[config.mk]
export PLATFORM = sky130hd
export DESIGN_NAME = tpu_job_seq_flat
export DESIGN_NICKNAME = d
export VERILOG_FILES = /design/src/rtl/tpu_job_seq_if.sv /design/src/rtl/tpu_job_seq.sv /design/src/flat_wrapper.sv
export SDC_FILE = /design/constraint.sdc
export NUM_CORES = 1
export LEC_CHECK = 0
export BUFFER_PORTS_ARGS = -buffer_cell sky130_fd_sc_hd__buf_2
export CAP_MARGIN = 20
export CORE_ASPECT_RATIO = 0.7
export CORE_MARGIN = 10
export CORE_UTILIZATION = 55
export DETAILED_ROUTE_END_ITERATION = 10
export GPL_TIMING_DRIVEN = 0
export PLACE_DENSITY = 0.9
export REMOVE_ABC_BUFFERS = 1
export SLEW_MARGIN = 20
export SYNTH_ARGS = -nofsm -noshare
export SYNTH_HDL_FRONTEND = slang
export SYNTH_SLANG_ARGS = --single-unit
[constraint.sdc]
create_clock -name clk -period 5.74 [get_ports clk]
set_input_delay 1.435 -clock clk [delete_from_list [all_inputs] [get_ports clk]]
set_output_delay 1.435 -clock clk [all_outputs]
set_load 0.005 [all_outputs]
[src/rtl/tpu_job_seq_if.sv]
// MMIO request/response bus between the job sequencer (master) and tpu_top (slave).
// A request is held stable until the cycle mmio_ready is high, and that cycle completes it.
interface tpu_job_seq_if;
  logic        mmio_wr;
  logic        mmio_rd;
  logic [15:0] mmio_addr;
  logic [31:0] mmio_wdata;
  logic [3:0]  mmio_wstrb;
  logic [31:0] mmio_rdata;
  logic        mmio_ready;

  modport master (
    output mmio_wr, mmio_rd, mmio_addr, mmio_wdata, mmio_wstrb,
    input  mmio_rdata, mmio_ready
  );

  modport slave (
    input  mmio_wr, mmio_rd, mmio_addr, mmio_wdata, mmio_wstrb,
    output mmio_rdata, mmio_ready
  );
endinterface

[src/rtl/tpu_job_seq.sv]
// Runs one matmul job on tpu_top over MMIO.
// The flow is: stream in the A and B operands, write START, poll STATUS until DONE,
// then read the C sums back out onto a result stream.
// Every output comes straight from a register, so mmio_ready never reaches an output combinationally.
module tpu_job_seq #(
  parameter int          N         = 4,
  parameter int          DATA_W    = 8,
  parameter int          SUM_W     = 32,
  parameter logic [15:0] CTRL_ADDR = 16'h0000,
  parameter logic [15:0] STAT_ADDR = 16'h0004,
  parameter logic [15:0] A_BASE    = 16'h0100,
  parameter logic [15:0] B_BASE    = 16'h0200,
  parameter logic [15:0] C_BASE    = 16'h0300,
  parameter int          TIMEOUT   = 1024
) (
  input  logic              clk,
  input  logic              rst_n,
  input  logic              in_valid,
  input  logic [DATA_W-1:0] in_data,
  output logic              in_ready,
  output logic              out_valid,
  output logic [SUM_W-1:0]  out_data,
  output logic              out_last,
  input  logic              out_ready,
  output logic              busy,
  output logic              job_done,
  output logic              err,
  tpu_job_seq_if.master     mmio
);

  localparam int NN = N * N;
  localparam int KW = $clog2(2 * NN + 1);
  localparam int JW = $clog2(NN + 1);
  localparam int PW = $clog2(TIMEOUT + 1);

  localparam logic [2:0] S_IDLE = 3'd0;
  localparam logic [2:0] S_LOAD = 3'd1;
  localparam logic [2:0] S_KICK = 3'd2;
  localparam logic [2:0] S_POLL = 3'd3;
  localparam logic [2:0] S_READ = 3'd4;
  localparam logic [2:0] S_PUSH = 3'd5;

  logic [2:0]        state_q,     state_d;
  logic [KW-1:0]     k_q,         k_d;
  logic [JW-1:0]     j_q,         j_d;
  logic [PW-1:0]     poll_q,      poll_d;
  logic              wr_q,        wr_d;
  logic              rd_q,        rd_d;
  logic [15:0]       addr_q,      addr_d;
  logic [31:0]       wdata_q,     wdata_d;
  logic              out_valid_q, out_valid_d;
  logic [SUM_W-1:0]  out_data_q,  out_data_d;
  logic              err_q,       err_d;
  logic              job_done_q,  job_done_d;

  // Word-aligned register address of element idx in a buffer.
  function automatic logic [15:0] word_addr(input logic [15:0] base, input int idx);
    return base + 16'(idx * 4);
  endfunction

  // Next-state logic: one MMIO request outstanding at most, each held until mmio_ready.
  always_comb begin
    // NOTE: every _d gets its hold value first, so no path through the case can infer a latch.
    state_d     = state_q;
    k_d         = k_q;
    j_d         = j_q;
    poll_d      = poll_q;
    wr_d        = wr_q;
    rd_d        = rd_q;
    addr_d      = addr_q;
    wdata_d     = wdata_q;
    out_valid_d = out_valid_q;
    out_data_d  = out_data_q;
    err_d       = err_q;
    job_done_d  = 1'b0;

    case (state_q)
      S_IDLE: begin
        // The element is only noticed here; LOAD consumes it.
        if (in_valid) begin
          state_d = S_LOAD;
          k_d     = '0;
          err_d   = 1'b0;
        end
      end

      S_LOAD: begin
        if (wr_q) begin
          if (mmio.mmio_ready) begin
            wr_d = 1'b0;
            if (k_q == KW'(2 * NN - 1)) state_d = S_KICK;
            else                        k_d     = k_q + 1'b1;
          end
        end else if (in_valid) begin
          wr_d    = 1'b1;
          wdata_d = 32'(in_data);
          addr_d  = (int'(k_q) < NN) ? word_addr(A_BASE, int'(k_q))
                                     : word_addr(B_BASE, int'(k_q) - NN);
        end
      end

      S_KICK: begin
        if (!wr_q) begin
          wr_d    = 1'b1;
          addr_d  = CTRL_ADDR;
          wdata_d = 32'h1;
        end else if (mmio.mmio_ready) begin
          wr_d    = 1'b0;
          poll_d  = '0;
          state_d = S_POLL;
        end
      end

      S_POLL: begin
        if (!rd_q) begin
          rd_d   = 1'b1;
          addr_d = STAT_ADDR;
        end else if (mmio.mmio_ready) begin
          if (mmio.mmio_rdata[1]) begin
            // Back-to-back: the first C read goes out on the next cycle.
            state_d = S_READ;
            j_d     = '0;
            addr_d  = C_BASE;
          end else if (poll_q == PW'(TIMEOUT - 1)) begin
            rd_d    = 1'b0;
            err_d   = 1'b1;
            state_d = S_IDLE;
          end else begin
            rd_d   = 1'b0;
            poll_d = poll_q + 1'b1;
          end
        end
      end

      S_READ: begin
        if (mmio.mmio_ready) begin
          rd_d        = 1'b0;
          out_data_d  = mmio.mmio_rdata[SUM_W-1:0];
          out_valid_d = 1'b1;
          state_d     = S_PUSH;
        end
      end

      S_PUSH: begin
        if (out_ready) begin
          out_valid_d = 1'b0;
          if (j_q == JW'(NN - 1)) begin
            job_done_d = 1'b1;
            state_d    = S_IDLE;
          end else begin
            j_d     = j_q + 1'b1;
            rd_d    = 1'b1;
            addr_d  = word_addr(C_BASE, int'(j_q) + 1);
            state_d = S_READ;
          end
        end
      end

      default: state_d = S_IDLE;
    endcase
  end

  // State and output registers; reset aborts a job at once.
  always_ff @(posedge clk or negedge rst_n) begin
    if (!rst_n) begin
      state_q     <= S_IDLE;
      k_q         <= '0;
      j_q         <= '0;
      poll_q      <= '0;
      wr_q        <= 1'b0;
      rd_q        <= 1'b0;
      addr_q      <= '0;
      wdata_q     <= '0;
      out_valid_q <= 1'b0;
      out_data_q  <= '0;
      err_q       <= 1'b0;
      job_done_q  <= 1'b0;
    end else begin
      // NOTE: non-blocking assignments make every register update from pre-edge values.
      state_q     <= state_d;
      k_q         <= k_d;
      j_q         <= j_d;
      poll_q      <= poll_d;
      wr_q        <= wr_d;
      rd_q        <= rd_d;
      addr_q      <= addr_d;
      wdata_q     <= wdata_d;
      out_valid_q <= out_valid_d;
      out_data_q  <= out_data_d;
      err_q       <= err_d;
      job_done_q  <= job_done_d;
    end
  end

  assign in_ready        = (state_q == S_LOAD) && !wr_q;
  assign out_valid       = out_valid_q;
  assign out_data        = out_data_q;
  assign out_last        = out_valid_q && (j_q == JW'(NN - 1));
  assign busy            = (state_q != S_IDLE);
  assign job_done        = job_done_q;
  assign err             = err_q;
  assign mmio.mmio_wr    = wr_q;
  assign mmio.mmio_rd    = rd_q;
  assign mmio.mmio_addr  = addr_q;
  assign mmio.mmio_wdata = wdata_q;
  assign mmio.mmio_wstrb = wr_q ? 4'hF : 4'h0;

endmodule
[src/flat_wrapper.sv]
// flat-port wrapper written by rule: the top's interface ports become plain ports
module tpu_job_seq_flat 
#(
  parameter int          N         = 4,
  parameter int          DATA_W    = 8,
  parameter int          SUM_W     = 32,
  parameter logic [15:0] CTRL_ADDR = 16'h0000,
  parameter logic [15:0] STAT_ADDR = 16'h0004,
  parameter logic [15:0] A_BASE    = 16'h0100,
  parameter logic [15:0] B_BASE    = 16'h0200,
  parameter logic [15:0] C_BASE    = 16'h0300,
  parameter int          TIMEOUT   = 1024
)
  (clk, rst_n, in_valid, in_data, in_ready, out_valid, out_data, out_last, out_ready, busy, job_done, err, mmio_mmio_wr, mmio_mmio_rd, mmio_mmio_addr, mmio_mmio_wdata, mmio_mmio_wstrb, mmio_mmio_rdata, mmio_mmio_ready);
  tpu_job_seq_if mmio_i ();
  input  logic clk;
  input  logic rst_n;
  input  logic in_valid;
  input  logic [DATA_W-1:0] in_data;
  output logic in_ready;
  output logic out_valid;
  output logic [SUM_W-1:0] out_data;
  output logic out_last;
  input  logic out_ready;
  output logic busy;
  output logic job_done;
  output logic err;
  output wire logic [$bits(mmio_i.mmio_wr)-1:0] mmio_mmio_wr;
  output wire logic [$bits(mmio_i.mmio_rd)-1:0] mmio_mmio_rd;
  output wire logic [$bits(mmio_i.mmio_addr)-1:0] mmio_mmio_addr;
  output wire logic [$bits(mmio_i.mmio_wdata)-1:0] mmio_mmio_wdata;
  output wire logic [$bits(mmio_i.mmio_wstrb)-1:0] mmio_mmio_wstrb;
  input wire logic [$bits(mmio_i.mmio_rdata)-1:0] mmio_mmio_rdata;
  input wire logic [$bits(mmio_i.mmio_ready)-1:0] mmio_mmio_ready;
  assign mmio_mmio_wr = mmio_i.mmio_wr;
  assign mmio_mmio_rd = mmio_i.mmio_rd;
  assign mmio_mmio_addr = mmio_i.mmio_addr;
  assign mmio_mmio_wdata = mmio_i.mmio_wdata;
  assign mmio_mmio_wstrb = mmio_i.mmio_wstrb;
  assign mmio_i.mmio_rdata = mmio_mmio_rdata;
  assign mmio_i.mmio_ready = mmio_mmio_ready;
  tpu_job_seq #(.N(N), .DATA_W(DATA_W), .SUM_W(SUM_W), .CTRL_ADDR(CTRL_ADDR), .STAT_ADDR(STAT_ADDR), .A_BASE(A_BASE), .B_BASE(B_BASE), .C_BASE(C_BASE), .TIMEOUT(TIMEOUT)) u_core (.clk(clk), .rst_n(rst_n), .in_valid(in_valid), .in_data(in_data), .in_ready(in_ready), .out_valid(out_valid), .out_data(out_data), .out_last(out_last), .out_ready(out_ready), .busy(busy), .job_done(job_done), .err(err), .mmio(mmio_i));
endmodule
Word-level counts from Yosys, hierarchy flattened:

Cells that the tools add are included.

* bits in latches: 0
* bits of input ports: 45
* memories kept: 0
* bits in read-only memories: 0
* bits in registers: 110
* bits in writable memories: 0
* logic and storage cells: 145

* multipliers: 0
* magnitude comparators: 1
* equal/unequal tests: 30
* shift-type cells: 0
* bitwise logic cells: 0
* add/subtract/negate cells: 8
* divide/modulo/power cells: 0
* multiplexer cells: 71
* reduce and logical (&&, ||, !) cells: 23

Operators with widths (number)
* $mux W16: 9
* $mux W32: 3
* $mux W11: 6
* $pmux W16 S4: 1
* $pmux W32 S2: 1
* $mux W3: 13
* $add A10 B16 Y16 const A: 2
* $ne A2 B2 Y1 const B: 14
* $mux W5: 5
* $mux W6: 4
* $pmux W11 S2: 1
* $mux W1: 20
* $pmux W3 S6: 1
* $pmux W6 S2: 1
* $reduce_and A6 Y1: 2
* $reduce_bool A2 Y1: 6
* $add A11 B1 Y11 const B: 1
* $eq A11 B10 Y1 const B: 1
* $reduce_and A11 Y1: 1
* $add A9 B8 Y10 const A: 1
* $ne A2 B1 Y1 const B: 5
* $pmux W5 S2: 1
* $reduce_and A4 Y1: 2
* $reduce_and A8 Y1: 1
* 24 further kinds: 31

Logic depth before layout (Yosys ltp):

* word-level depth: 6
* depth in mapped cells: 7
* mapped depth without buffers: 7

Least setup slack after synthesis:

OpenSTA, ideal clock, no wires.

* path kind: input -> register
* from: input mmio_mmio_rdata[1]
* to: register u_core.poll_q[7]
* cell stages on the path: 5
* setup time: 87 ps
* arrival time: 2576 ps
* path slack: 3078 ps
* data required time: 5653 ps
* buffers on the path: 1
* cells stage by stage: clkbuf_2 nand3b_1 a211oi_2 or4b_1 o211ai_1

* word-level cells in the longest chain between the ends: 2

RTL lines
* start, declared: line flat_wrapper.sv:33 `input wire logic [$bits(mmio_i.mmio_rdata)-1:0] mmio_mmio_rdata;`
* $ne A2 B2 Y1 (no source line)
* $reduce_and A7 Y1 (no source line)
* end signal, assigned: line tpu_job_seq.sv:183 `poll_q <= poll_d;`
* end, declared: line tpu_job_seq.sv:46 `logic [PW-1:0] poll_q, poll_d;`

No other way between the ends.
A chain may end at the register's enable or synchronous reset.

Final worst setup path:

* from: register u_core.j_q[0]
* to: output out_last

* word-level cells in the longest chain between the ends: 2

RTL lines
* start, declared: line tpu_job_seq.sv:45 `logic [JW-1:0] j_q, j_d;`
* start signal, assigned: line tpu_job_seq.sv:182 `j_q <= j_d;`
* $eq A5 B4 Y1: line tpu_job_seq.sv:198 `assign out_last = out_valid_q && (j_q == JW'(NN - 1));`
* $logic_and A1 B1 Y1: line tpu_job_seq.sv:198
* end, declared: line flat_wrapper.sv:23 `output logic out_last;`

No other way between the ends.

==> impl_summary.txt <==
----------------------------------------------------
[Setup path]
  Largest fanout on the critical path ... 6
  Kind of start point of the critical path ... flop
  Number of cells on the worst reg-to-reg path ... 7
  Arrival time worst endpoint ... 1.85 ns
  Worst reg2reg path endpoint ... u_core.mmio.mmio_addr[2]
  Max stage delay cell, worst path ... dfrtp_1
  Worst EP required ... 4.30 ns
  Cells along the critical path ... ha_1, and3_1, ha_1, and2_1, buf_2
  Largest delay share family, worst path ... adder cells
  Kind of capture point of the worst setup path ... output pin
  Worst reg-to-reg setup slack ... 3.12 ns
  Worst stage delay on the critical path ... 0.46 ns
  Top cell by count, worst path ... ha_1
  Origin of the critical flop-to-flop path ... u_core.j_q[0]
  Count of buffering cells on the critical path with inverters included ... 1
  Worst Path Class, Setup ... reg -> out

[Logic synthesis]
  Library cell with the largest summed area after synthesis ... dfrtp_1
  Predominant post-synthesis flop cell ... dfrtp_1
  Synthesized area ... 0.00415 sq mm
  Post-synthesis sequential element count ... 78
  Share of synthesized flip-flops with an asynchronous set or reset ... 100%
  Unique cell type count in the Yosys netlist ... 58
  Count of warnings emitted by yosys ... 0
  Sequential share of the synthesized area ... 47.1%
  Count of flip-flops with a built-in enable after synthesis ... 0
  Largest cells by area after synthesis ... dfrtp_1 47%, mux2_2 12%, buf_4 7.6%, nand2_1 3.2%, o21ai_0 2.3%
  Mean Syn Cell Area ... 10.7 sq um
  Fraction of synthesized cell area taken by the top area cell type ... 47.1%
  Gate Count Post-Synth ... 386

[STA]
  Min Tclk post-route ... 3.28 ns
  Unrepaired setup endpoints after global routing ... no
  Final Cycle Share ... 57.2%
  Relative slew slack ... 35.2%
  Final-report max-slew violation count ... 0
  Fmax ... 305 MHz
  Worst hold slack ... 0.487 ns
  Maximum clock skew at final layout ... 0.0165 ns
  Final total negative setup slack ... 0 ns
  Final Setup Violations ... 0
  Final number of hold-violating endpoints ... 0
  Worst Max-Slew Pin Slew ... 0.963 ns

[Floorplanning]
  Core Region ... 0.00732 sq mm
  Area of the die ... 0.0115 sq mm
  Overall die height ... 92.6 um
  Std cell rows ... 26
  Starting density of the core ... 56.6%
  Io pins ... 137
  Horiz. Die Dim ... 124 um

[Placed design]
  Global placer's final weighted congestion ... 0.818
  Number of cells after detailed placement ... 568
  Hpwl dp ... 7960 um
  IO Port Bufs ... 104

[Clock network]
  Cells resized by post-CTS repair ... 0
  Clock latency on the worst-skew pair ... 0.36 ns
  Master cell of the clock root buffer ... clkbuf_8
  Clock tree from TritonCTS ... done
  Post-CTS Setup Bufs ... 0
  Clock tree buffer depth ... 2
  Depth of the CTS H-tree ... 3
  CTS clk-pin slew, worst paths ... 0.09 ns
  Post-cts hold buffer count ... 0
  Number of buffers added by the clock tree synthesis step ... 9
  Clock net sink count ... 78

[Worst hold path]
  Worst Hold End ... u_core.mmio.mmio_wdata[1]
  Class of the tightest hold or removal check ... reg -> reg
  Worst Hold Depth ... 2
  Min-delay src ... u_core.mmio.mmio_wdata[1]

[Layout]
  Most common library cell in the layout ignoring fill and taps ... buf_2
  Net total in the final layout ... 530
  Share of layout cells above drive strength 1 ... 36.2%
  Area growth from synthesis to layout ... 15.3%
  Antenna cells ... 0
  Number of non-filler instances in the completed layout ... 584
  Most used cells in the layout excluding fill and tap cells ... 103 x buf_2, 78 x dfrtp_1, 45 x mux2_2

[Global routing]
  Overall fraction of global-route tracks in use ... 17.6%
  Initial antenna violation count ... 0
  Largest net degree at the start of global routing ... 61
  Via count of the first global-routing pass ... 3,278
  Total gr overflow ... 0
  Wire length of the first global-routing pass ... 16,500 um

[Route]
  Wirelength per Cell ... 17.6 um
  Starting DRT DRC Count ... 289
  Per-cell via count in the routed design ... 5.59
  Drt pass-1 iters ... 5
  Antenna viol nets, final ... 0
  DRC viols ... 0
  Via count of the routed design ... 3,265
  Total routed wirelength ... 10,300 um

[Run status]
  Outcome ... completed

[Run]
  Maximum Capacitance Violations ... 0

[Pwr]
  Peak supply drop ... 0.289 mV
  LEAKAGE ... 2.37 nW
  Pwr per Cell Area ... 492 mW/mm^2

----------------------------------------------------
metal layers:
layer,wire length [um],up-vias,GRT usage (%)
met5,0,-,0
met4,147,0,5.03
met3,1330,16,5.09
met2,4740,185,28.5
met1,4080,1543,22.4
li1,-,1521,-
worst max path at each step:
stage | startpoint | end | slack, ns | depth (start not counted)
5_1_grt | u_core.state_q[0] | in_ready | 2.31 | 3
3_3_place_gp | mmio_mmio_ready | u_core.out_data[27] | 1.73 | 4
4_1_cts | u_core.j_q[0] | out_last | 2.46 | 5
3_5_place_dp | mmio_mmio_ready | u_core.out_data[14] | 2.59 | 5
2_1_floorplan | mmio_mmio_ready | u_core.out_data[0] | 2.37 | 3
6_report | u_core.j_q[0] | out_last | 2.46 | 5
worst register-to-register path, delay by kind of cell (launching register included):
kind / cells / cell delay [ns]
compound gates: 2 / 0.60
fa+ha+maj: 2 / 0.54
simple gates: 2 / 0.51
flops: 1 / 0.46
mux: 1 / 0.40
power by group:
part | internal (W) | switching [W] | total [W]
sequential | 0.000762 | 0.000209 | 0.000971
combinational | 0.000479 | 0.000475 | 0.000955
clock | 0.000207 | 0.000220 | 0.000427
flip-flops by register name, summed over array words and instances (netlist names):
signal / count
u_core.mmio.mmio_wr: 1
u_core.mmio.mmio_wdata: 8
u_core.mmio.mmio_rd: 1
u_core.poll_q: 11
u_core.err: 1
u_core.state_q: 3
u_core.out_data: 32
u_core.k_q: 6
u_core.j_q: 5
u_core.job_done: 1
u_core.out_valid: 1
u_core.mmio.mmio_addr: 8
final cells by class:
class                   count  area [sq um]
clock buffers               9           124
repair buffers            106           566
fillers                   567          2540
multi-input cells         279          1910
inverters                   7          26.3
flip-flops and latches     78          1950
well taps                  98           123
clock inverters             7          77.6
logic make-up (layout without fill, tap and decap cells):
family / Yosys count / in the layout / share of synthesized area, %
buffers and inverters: 60 / 129 / 9.93
AND/OR/NAND/NOR: 117 / 117 / 15.8
flip-flops: 78 / 78 / 47.1
AO/OA/AOI/OAI: 77 / 77 / 12.7
multiplexers: 47 / 47 / 12.7
other: 1 / 32 / 0.0905
adder cells (fa/ha/maj): 4 / 4 / 1.21
XOR/XNOR: 2 / 2 / 0.423
stage by stage:
stage	worst slack, ns	util [%]	cell area, sq um	power (W)
2_1_floorplan	2.37	-	3880	0.00153
3_3_place_gp	1.73	61.7	4520	0.00187
3_5_place_dp	2.59	62.5	4580	0.00194
4_1_cts	2.46	65.3	4780	0.00236
5_1_grt	2.31	65.3	4780	0.00253
6_report	2.46	65.3	4780	0.00235
synth_stat cells (all sizes together), types with 2 or more instances:
master and instances:
nand2 35, mux2i 2, a41oi 2, nand4 5, a211o 3, o21ai 21
ha 4, nand3b 5, o22ai 2, and4 2, clkbuf 4, nand2b 10
o211ai 4, buf 49, nor2 12, and3 6, mux2 45, o31ai 4
nor4 3, nor3 4, or4b 2, o311ai 2, nand3 10, and3b 2
and2 4, nor3b 4, a21oi 13, a31oi 7, inv 7, a22o 3
nor2b 2, a211oi 3, or3 5, a21o 7, dfrtp 78
No activity file was read; power rests on OpenSTA's default activity.
